[src/rtl/hazard_ctrl_pkg.sv]
// Shared CPU control definitions: hazard FSM states and operand forwarding selects.
package hazard_ctrl_pkg;

    typedef enum logic {
        RUN      = 1'b0,
        MEM_WAIT = 1'b1
    } hazState_t;

    localparam logic [1:0] FWD_REGFILE = 2'd0;
    localparam logic [1:0] FWD_EXMEM   = 2'd1;
    localparam logic [1:0] FWD_MEMWB   = 2'd2;

endpackage

[src/rtl/hazard_ctrl_fwd_unit.sv]
// Operand forwarding select for one source register; the nearer pipeline stage wins.
module fwd_unit
    import hazard_ctrl_pkg::*;
(
    input  logic [4:0] srcAddr,
    input  logic       memWrite,
    input  logic [4:0] memAddr,
    input  logic       wbWrite,
    input  logic [4:0] wbAddr,
    output logic [1:0] fwdSel
);

    always_comb begin
        fwdSel = FWD_REGFILE;
        // r0 is hardwired to zero, so a pending write to it must never be forwarded
        if (srcAddr != 5'd0) begin
            if (memWrite && (memAddr == srcAddr)) begin
                fwdSel = FWD_EXMEM;
            end else if (wbWrite && (wbAddr == srcAddr)) begin
                fwdSel = FWD_MEMWB;
            end
        end
    end

endmodule

[src/rtl/hazard_ctrl.sv]
// Pipeline hazard control: memory-wait stalls with timeout, load-use bubbles,
// branch flush tracking, operand forwarding and stall statistics.
module hazard_ctrl
    import hazard_ctrl_pkg::*;
#(
    parameter int MEM_TIMEOUT = 15,
    parameter int CNT_W       = 16
) (
    input  logic             clock,
    input  logic             reset,
    input  logic [4:0]       iID_rs_addr,
    input  logic [4:0]       iID_rt_addr,
    input  logic             iID_uses_rs,
    input  logic             iID_uses_rt,
    input  logic             iEX_do_dm_read,
    input  logic             iEX_do_reg_write,
    input  logic [4:0]       iEX_write_reg_addr,
    input  logic             iMEM_do_reg_write,
    input  logic [4:0]       iMEM_write_reg_addr,
    input  logic             iWB_do_reg_write,
    input  logic [4:0]       iWB_write_reg_addr,
    input  logic             iMEM_dm_access,
    input  logic             iDM_ready,
    input  logic             iBranch_taken,
    output logic             enable_regwalls,
    output logic             do_hazard,
    output logic             do_flush_REG1,
    output logic [1:0]       oFWD_rs_sel,
    output logic [1:0]       oFWD_rt_sel,
    output logic [CNT_W-1:0] oStall_count,
    output logic             oBus_error
);

    hazState_t  state;
    logic [3:0] waitCnt;
    logic       flushPending;
    logic       waitDone;
    logic       loadUse;
    logic       blocked;
    logic       unusedExWrite;

    // A load always writes its destination, so the EX write enable adds nothing here
    assign unusedExWrite = iEX_do_reg_write;

    assign waitDone = (waitCnt == 4'(MEM_TIMEOUT));

    always_comb begin
        enable_regwalls = 1'b1;
        if (state == RUN) begin
            enable_regwalls = !(iMEM_dm_access && !iDM_ready);
        end else begin
            enable_regwalls = iDM_ready || waitDone;
        end
    end

    assign loadUse = iEX_do_dm_read && (iEX_write_reg_addr != 5'd0) &&
                     ((iID_uses_rs && (iID_rs_addr == iEX_write_reg_addr)) ||
                      (iID_uses_rt && (iID_rt_addr == iEX_write_reg_addr)));

    assign do_hazard     = !reset && loadUse && enable_regwalls;
    assign do_flush_REG1 = !reset && (iBranch_taken || flushPending) &&
                           enable_regwalls && !do_hazard;
    assign blocked       = !enable_regwalls || do_hazard;

    // State follows the pipeline walls on the falling edge
    always_ff @(negedge clock) begin
        if (reset) begin
            state        <= RUN;
            waitCnt      <= 4'd0;
            flushPending <= 1'b0;
            oStall_count <= '0;
            oBus_error   <= 1'b0;
        end else begin
            // Remember a branch that could not flush yet; one flush per branch
            flushPending <= (flushPending || iBranch_taken) && !do_flush_REG1;
            if (blocked && (oStall_count != '1)) begin
                oStall_count <= oStall_count + CNT_W'(1);
            end
            case (state)
                RUN: begin
                    if (!enable_regwalls) begin
                        state   <= MEM_WAIT;
                        waitCnt <= 4'd0;
                    end
                end
                MEM_WAIT: begin
                    if (enable_regwalls) begin
                        state <= RUN;
                        if (!iDM_ready) begin
                            oBus_error <= 1'b1;
                        end
                    end else begin
                        waitCnt <= waitCnt + 4'd1;
                    end
                end
            endcase
        end
    end

    fwd_unit rsFwd (
        .srcAddr (iID_rs_addr),
        .memWrite(iMEM_do_reg_write),
        .memAddr (iMEM_write_reg_addr),
        .wbWrite (iWB_do_reg_write),
        .wbAddr  (iWB_write_reg_addr),
        .fwdSel  (oFWD_rs_sel)
    );

    fwd_unit rtFwd (
        .srcAddr (iID_rt_addr),
        .memWrite(iMEM_do_reg_write),
        .memAddr (iMEM_write_reg_addr),
        .wbWrite (iWB_do_reg_write),
        .wbAddr  (iWB_write_reg_addr),
        .fwdSel  (oFWD_rt_sel)
    );

endmodule
[config.mk]
export PLATFORM = sky130hd
export DESIGN_NAME = hazard_ctrl
export DESIGN_NICKNAME = d
export VERILOG_FILES = /design/src/rtl/hazard_ctrl_pkg.sv /design/src/rtl/hazard_ctrl_fwd_unit.sv /design/src/rtl/hazard_ctrl.sv
export SDC_FILE = /design/constraint.sdc
export NUM_CORES = 1
export LEC_CHECK = 0
export ABC_AREA = 1
export CORE_MARGIN = 4
export CORE_UTILIZATION = 43
export DETAILED_ROUTE_END_ITERATION = 8
export PLACE_DENSITY = 0.89
export SYNTH_ARGS = -nofsm -noshare
export SYNTH_HDL_FRONTEND = slang
export SYNTH_HIERARCHICAL = 1
export SYNTH_SLANG_ARGS = --single-unit
export TNS_END_PERCENT = 5
[constraint.sdc]
create_clock -name clock -period 1.5 [get_ports clock]
set_input_delay 0.15 -clock clock [delete_from_list [all_inputs] [get_ports clock]]
set_output_delay 0.15 -clock clock [all_outputs]
set_load 0.03 [all_outputs]
After elaboration in Yosys (flattened, before gate mapping)
Index checks and enable logic that the tools add are counted.
Storage, ports and cells
  flip-flop bits (word level): 23
  input bits: 36
  logic and storage cells: 61
Cells by class
  add/sub/neg operators: 2
  eq/ne operators: 10
  muxes and demuxes: 11
  bitwise gates (word level): 2
  reductions and logical operators: 31
Operators by type and width (count)
  5-bit equality test: 6
  16-bit by 1-bit adder with 16-bit output, second input constant: 1
  1-bit logical AND: 16
  16-bit inequality test, second input constant: 1
  5-bit nonzero test: 3
  2-bit two-way mux: 6
  4-bit two-way mux: 2
  4-bit case mux with 2 select lines: 1
  1-bit logical NOT: 6
  4-bit by 1-bit adder with 4-bit output, second input constant: 1
  4-bit equality test, second input constant: 1
  1-bit logical OR: 4
  2-bit inequality test, second input constant: 2
  3-bit AND reduction: 1
  1-bit two-way mux: 2
  1-bit inverter: 2
  2-bit AND reduction: 1

Logic depth before layout (Yosys ltp)
Gate-level depths: netlist (run 1).
  word-level depth: 10
  mapped depth: 13

Cells and area by module
The synthesis (run 1) kept the hierarchy.
By module, submodules not included
  hazard_ctrl: times used 1, cells each 239, area an instance 1519.0 sq um
  fwd_unit: times used 2, cells each 55, area an instance 232.7 sq um

==> flow_summary.yaml, run 1 <==
detailed_routing:
  vias: 2756
  viasPerCell: 5.19
  drt-total-wl_mm: 7.60
  ant_nets: 0
  drt-pass1-iter-count: 5
  drc: 0
  drt_iter0_markers: 279
  wl_per_cell_um: 14.3
clocking:
  cts_root_buffer: "clkbuf_8"
  clk_latency_ns: 0.41
  htreeDepth: 1
  clock_sinks: 23
  cts_buffers: 3
  clk_pin_slew_worst_paths_ns: 0.04
  cts_tree: "built"
  clockBufferDepth: 2
synth:
  ys_ff_latch: 23
  yosys_warnings: 6
  yosys.cell_types.count: 29
  synth_ff_type: "dfxtp_1"
  synthArstFlopShare_pct: 0
  syn-mean-instance-area_um2: 5.69
  synth-seq-area-share_pct: 23.2
  yosys.area_share.adder_pct: 1.26
  synth_top_family_by_area: "simple AND/OR/NAND/NOR gates"
  synth_compound_area_share_pct: 5.11
  synth-xor-area-share_pct: 2.65
  synth-simple-area-share_pct: 55.2
  muxShareOfSynthArea_pct: 0
  syn-instance-count: 349
  synth_area_um2: 1980
  synth-edff-count: 0
  syn_nets: 387
final_layout:
  fill_cells: 291
  postLayoutCellArea_um2: 3310
  areaGrowthSynthToFinish_pct: 66.9
  num_antenna_cells: 0
  nets: 518
  fin_cells: 531
  drive_gt1_share_pct: 34.9
grt:
  grt-ovfl-total: 0
  globalRouteMet3Util_pct: 5.21
  grtUsageMet2_pct: 44.8
  grt_busiest_layer: "met2"
  grt_pass1_vias: 2734
  grt_pass1_wl_mm: 12.1
  met1_usage_pct: 26.4
  grt_max_degree: 19
  antenna_found_initial: 0
  track_usage_pct: 25.2
setup_path:
  cpLargestDelayFamily: "simple AND/OR/NAND/NOR gates"
  crit_buf_inv: 2
  crit_top_cell: "nor2_4"
  cp-end-kind: "output pin"
  arrival_ns: 2.42
  crit_path_top_delay_cell: "dfxtp_2"
  crit_fanout: 5
  crit_type: "reg2out"
  reg2reg_slack_ns: -0.32
  cp-start-kind: "flip-flop"
  path_cells: "ha_4 -> nand4_1 -> nand2_2 -> nor2_4 -> nor2_4 -> nand2_4 -> buf_6 -> nor2_4 -> buf_6"
  required_ns: 1.35
  reg2reg_from: "oStall_count[0]"
  r2r_end: "oStall_count[6]"
  reg2reg_depth: 11
  max_stage_delay_ns: 0.34
sta:
  finClkSkew_ns: 0.0692
  setup_viol: 43
  tightestPinTransition_ns: 0.290
  slew_viol_final: 0
  fin_ws_ns: -1.07
  worst_slew_margin_rel_pct: 80.6
  final_hold_viol_count: 0
  rsz0062_at_grt: "true"
worst_hold_path:
  hold_path_depth: 2
  hold_end: "oStall_count[8]"
  hold_path_startpoint: "oStall_count[8]"
  hold_class: "reg2reg"
die:
  coreArea_um2: 4410
  die-height_um: 75.9
  die_area_um2: 5770
  die_x_um: 75.9
  start_util_pct: 45.0
  rows: 24
  pin_count: 60
power:
  p_int_mw: 1.17
  p_sw_uw: 770
  ir_drop_v: 0.000274
  seqPwrFrac_pct: 33.2
  p_per_area_nw_per_um2: 585
  comb_power_share_pct: 30.7
  swShare_pct: 39.8
  clock_power_share_pct: 36.1
  leakage_nw: 1.86
placed_design:
  dp_hpwl_mm: 4.59
  placed_area_um2: 2920
  placed_cells: 498
  io_buffers: 58
  gp_congestion: 0.830
run:
  maxCapViolations: 0
outcome:
  violations: "setup timing"
  status: "complete, but fails checks"
## cells by family after synthesis
family | after synthesis
AO/OA/AOI/OAI | 20
flip-flops | 23
AND/OR/NAND/NOR | 236
buffers and inverters | 62
adder cells (fa/ha/maj) | 2
XOR/XNOR | 6
## layout make-up
class	count	area (um2)	share of cell area (%)
Clock buffer	3	41.3	1.25
Clock inverter	24	90.1	2.72
Inverter	57	214	6.46
Multi-Input combinational cell	264	1390	42.0
Sequential cell	23	499	15.1
Tap cell	52	65.1	1.96
Timing Repair Buffer	108	1010	30.6
## synth_stat cells (3+ instances only)
| cell type | count | area [um2] |
|---|---|---|
| o21ai_0 | 3 | 15.0 |
| xnor2_1 | 4 | 35.0 |
| inv_1 | 49 | 184 |
| nand2_2 | 4 | 25.0 |
| dfxtp_1 | 23 | 460 |
| nand2_1 | 119 | 447 |
| nand4_1 | 3 | 18.8 |
| inv_2 | 9 | 33.8 |
| nor2_1 | 58 | 218 |
| nand3_1 | 17 | 85.1 |
| nand3_2 | 7 | 70.1 |
| a21oi_1 | 16 | 80.1 |
| nor2_2 | 13 | 81.3 |
## layer usage
layer  up-vias  wire length [um]
met5         -                 0
met4         0               491
met3        61               553
met2       163              3780
met1      1219              2770
li1       1313                 -
## power groups by stage
stage                     clock network (mW)  logic, mW  registers [mW]
after global placement                0.0979      0.506           0.652
after detailed placement              0.0979      0.523           0.653
after global routing                   0.807      0.638           0.641
after floorplan                       0.0979      0.236           0.678
after CTS                              0.657      0.563           0.642
final                                  0.699      0.594           0.644
## tightest hold or removal path, delay by kind of cell, from the launching register on
family | cells | cell delay, ns
AND/OR/NAND/NOR | 1 | 0.09
flip-flops | 1 | 0.35
AO/OA/AOI/OAI | 1 | 0.05
## worst max-delay path by stage
stage,start,endpoint,slack (ns),depth (start not counted)
final,waitCnt[0],do_flush_REG1,-1.07,9
after global routing,waitCnt[0],do_flush_REG1,-1.13,9
after CTS,waitCnt[0],do_flush_REG1,-1.01,9
after detailed placement,iEX_write_reg_addr[1],oStall_count[0],-1.03,13
after global placement,iEX_write_reg_addr[1],oStall_count[1],-0.98,13
after floorplan,waitCnt[1],do_flush_REG1,-0.91,9
## sequential cells by signal, summed over array words and instances (netlist names)
signal        cells
state             1
oStall_count     16
flushPending      1
oBus_error        1
waitCnt           4
## per-stage QoR
stage          utilization [%]  setup TNS, ns  setup slack [ns]  total power, mW  hold slack, ns
3_3_place_gp              66.1         -22.65            -0.979             1.26           0.461
2_1_floorplan                -         -10.21            -0.910             1.01           0.445
6_report                  75.0         -20.20             -1.07             1.94           0.521
5_1_grt                   75.0         -22.04             -1.13             2.09           0.572
3_5_place_dp              66.1         -23.77             -1.03             1.27           0.489
4_1_cts                   73.5         -18.82             -1.01             1.86           0.489
## placed cells by master, fill, tap and decap left out, types with 2 or more instances in the layout
| cell | count |
|---|---|
| nand2_1 | 112 |
| nand4_1 | 3 |
| dfxtp_4 | 6 |
| nand3_1 | 14 |
| inv_2 | 12 |
| o21ai_0 | 3 |
| nor3_2 | 3 |
| nor2_1 | 52 |
| nand3b_1 | 2 |
| a21oi_2 | 8 |
| dfxtp_2 | 13 |
| nor2_4 | 5 |
| nand3_2 | 10 |
| clkdlybuf4s50_1 | 10 |
| buf_12 | 2 |
| dlygate4sd2_1 | 15 |
| dlymetal6s2s_1 | 8 |
| buf_6 | 24 |
| a21oi_1 | 8 |
| inv_1 | 69 |
| nor2_8 | 2 |
| nand2_4 | 3 |
| nand2_2 | 10 |
| clkbuf_8 | 3 |
| xor2_1 | 2 |
| nor2_2 | 16 |
| dfxtp_1 | 4 |
| xnor2_1 | 4 |
| buf_4 | 48 |
## timing repair
item	4_1_cts	5_1_grt
buffers inserted	6	1
endpoints found under the hold margin	0	0
hold buffers	0	0
gates cloned	0	0
endpoints found under the setup margin	47	47
pin swaps	11	2
gates resized for setup	77	22
Note: power is estimated with default switching activity, not from simulation.
==> run 2: changes to the inputs <==
--- a/config.mk
+++ b/config.mk
@@ -10,6 +10,7 @@
 export CORE_UTILIZATION = 43
 export DETAILED_ROUTE_END_ITERATION = 8
 export PLACE_DENSITY = 0.89
+export SLEW_MARGIN = 10
 export SYNTH_ARGS = -nofsm -noshare
 export SYNTH_HDL_FRONTEND = slang
 export SYNTH_HIERARCHICAL = 1
==> results of run 2 <==
Final layout, timing and power as in run 1 (identical DEF).
==> run 3: changes to the inputs <==
--- a/config.mk
+++ b/config.mk
@@ -6,7 +6,7 @@
 export NUM_CORES = 1
 export LEC_CHECK = 0
 export ABC_AREA = 1
-export CORE_MARGIN = 4
+export CORE_MARGIN = 2
 export CORE_UTILIZATION = 43
 export DETAILED_ROUTE_END_ITERATION = 8
 export PLACE_DENSITY = 0.89
==> run 3 against run 2 <==
Against the previous run:
- the run still ends with setup timing left
- power is essentially flat
- utilization rose by 0.48 points
- via count grew 3.6%
- critical path depth did not move
- register-to-register slack lost 0.15 ns
- non-clock buffer count rose by 8
- clock skew shrank 0.029 ns
- largest power group unchanged
==> flow_summary.yaml, run 3 (synthesis results as in run 1) <==
sta:
  setup_viol: 46
  holdWs_ns: 0.491
  rsz0062_at_grt: "true"
  finalSetupTns_ns: -23.41
  worst_slew_margin_rel_pct: 74.7
  tightestPinTransition_ns: 0.376
  fin_ws_ns: -1.07
  finClkSkew_ns: 0.0400
  slew_viol_final: 0
  final_hold_viol_count: 0
power:
  leakage_nw: 1.83
  p_total_mw: 1.94
  ir_drop_v: 0.000391
  p_per_area_nw_per_um2: 581
setup_path:
  required_ns: 1.35
  cpLargestDelayFamily: "simple AND/OR/NAND/NOR gates"
  crit_type: "reg2out"
  crit_buf_inv: 3
  max_stage_delay_ns: 0.34
  crit_fanout: 4
  arrival_ns: 2.42
  crit_path_top_delay_cell: "dfxtp_2"
  cp-start-kind: "flip-flop"
  cp-end-kind: "output pin"
  crit_top_cell: "nor2_4"
  path_cells: "ha_4 -> nand4_1 -> nand2_2 -> nor2_4 -> nor2_4 -> inv_2 -> buf_6 -> nor2_4 -> buf_6"
final_layout:
  num_antenna_cells: 0
  postLayoutCellArea_um2: 3330
  reg_top3: "oStall_count: 16 flops, waitCnt: 4 flops"
  areaGrowthSynthToFinish_pct: 68.0
  largest_register_ffs: 16
  fin_cells: 539
  top_register: "oStall_count"
  nets: 526
  final_common_cell: "nand2_1"
  drive_gt1_share_pct: 33.5
  mostFrequentLayoutCells: "115 x nand2_1, 70 x inv_1, 56 x buf_4"
  utilization_pct: 75.5
detailed_routing:
  drt-total-wl_mm: 7.53
  vias: 2856
  drt-pass1-iter-count: 6
  drt_iter0_markers: 226
  drc: 0
  wl_per_cell_um: 14.0
  viasPerCell: 5.30
  ant_nets: 0
die:
  rows: 24
  coreArea_um2: 4410
  die_x_um: 71.9
  die_area_um2: 5170
  die-height_um: 71.9
  pin_count: 60
  start_util_pct: 45.0
run:
  maxCapViolations: 0
clocking:
  clk_pin_slew_worst_paths_ns: 0.05
  htreeDepth: 1
  cts_root_buffer: "clkbuf_8"
  clock_sinks: 23
  cts_tree: "built"
  clk_latency_ns: 0.37
  clockBufferDepth: 2
  cts_buffers: 3
  cts_hold_buf: 0
outcome:
  violations: "setup timing"
  status: "complete, but fails checks"
placed_design:
  dp_hpwl_mm: 4.52
  io_buffers: 58
  post-place-ws_ns: -1.08
  placed_cells: 500
  gp_congestion: 0.862
  placed_area_um2: 2930
grt:
  antenna_found_initial: 0
  grt_pass1_wl_mm: 11.6
  grt_pass1_vias: 2705
  track_usage_pct: 27.8
  grt-ovfl-total: 0
  grt_max_degree: 19
worst_hold_path:
  hold_class: "reg2reg"
==> run 3: repair_timing <==
item                       4_1_cts  5_1_grt
pin swaps                        8        4
setup buffers                   12        1
setup endpoints to repair       47       47
hold endpoints to repair         0        0
gates resized for setup         71       10
==> run 3: final timing paths <==
| path | end | slack, ns | from | depth (start not counted) |
|---|---|---|---|---|
| worst max register to register | waitCnt[3] | -0.47 | waitCnt[0] | 14 |
| worst max-delay path | do_hazard | -1.07 | waitCnt[0] | 9 |
| worst min-delay path | oBus_error | 0.49 | oBus_error | 2 |
| worst min register to register | oBus_error | 0.49 | oBus_error | 2 |
==> run 3: worst register-to-register path, delay by kind of cell (launching register included) <==
| kind | cells | cell delay, ns |
|---|---|---|
| buffers and inverters | 6 | 0.69 |
| and+or+nand+nor | 7 | 0.67 |
| DFF | 1 | 0.34 |
| adders and majority gates | 1 | 0.14 |
==> run 3: per-layer routing <==
layer / vias up / wire (um) / part of all wire [%] / global-route usage, %
met2: 180 / 3850 / 51 / 51.0
met3: 51 / 558 / 7.4 / 6.67
met5: - / 0 / 0 / 0
li1: 1336 / - / - / -
met1: 1289 / 2790 / 37 / 30.5
met4: 0 / 340 / 4.5 / 11.9
==> run 3: layout make-up <==
cell class	instances	area [um2]
fill	298	1080
tap	52	65.1
sequential	23	500
clock buffer	3	41.3
inverter	57	214
clock inverter	24	90.1
timing repair buffer	116	1060
multi-input combinational	264	1360
==> run 3: report_power, final <==
part,leakage [nW],internal (mW),total (mW),switching [mW]
clock,0.149,0.265,0.681,0.416
combinational,1.48,0.297,0.617,0.319
sequential,0.197,0.621,0.640,0.0185
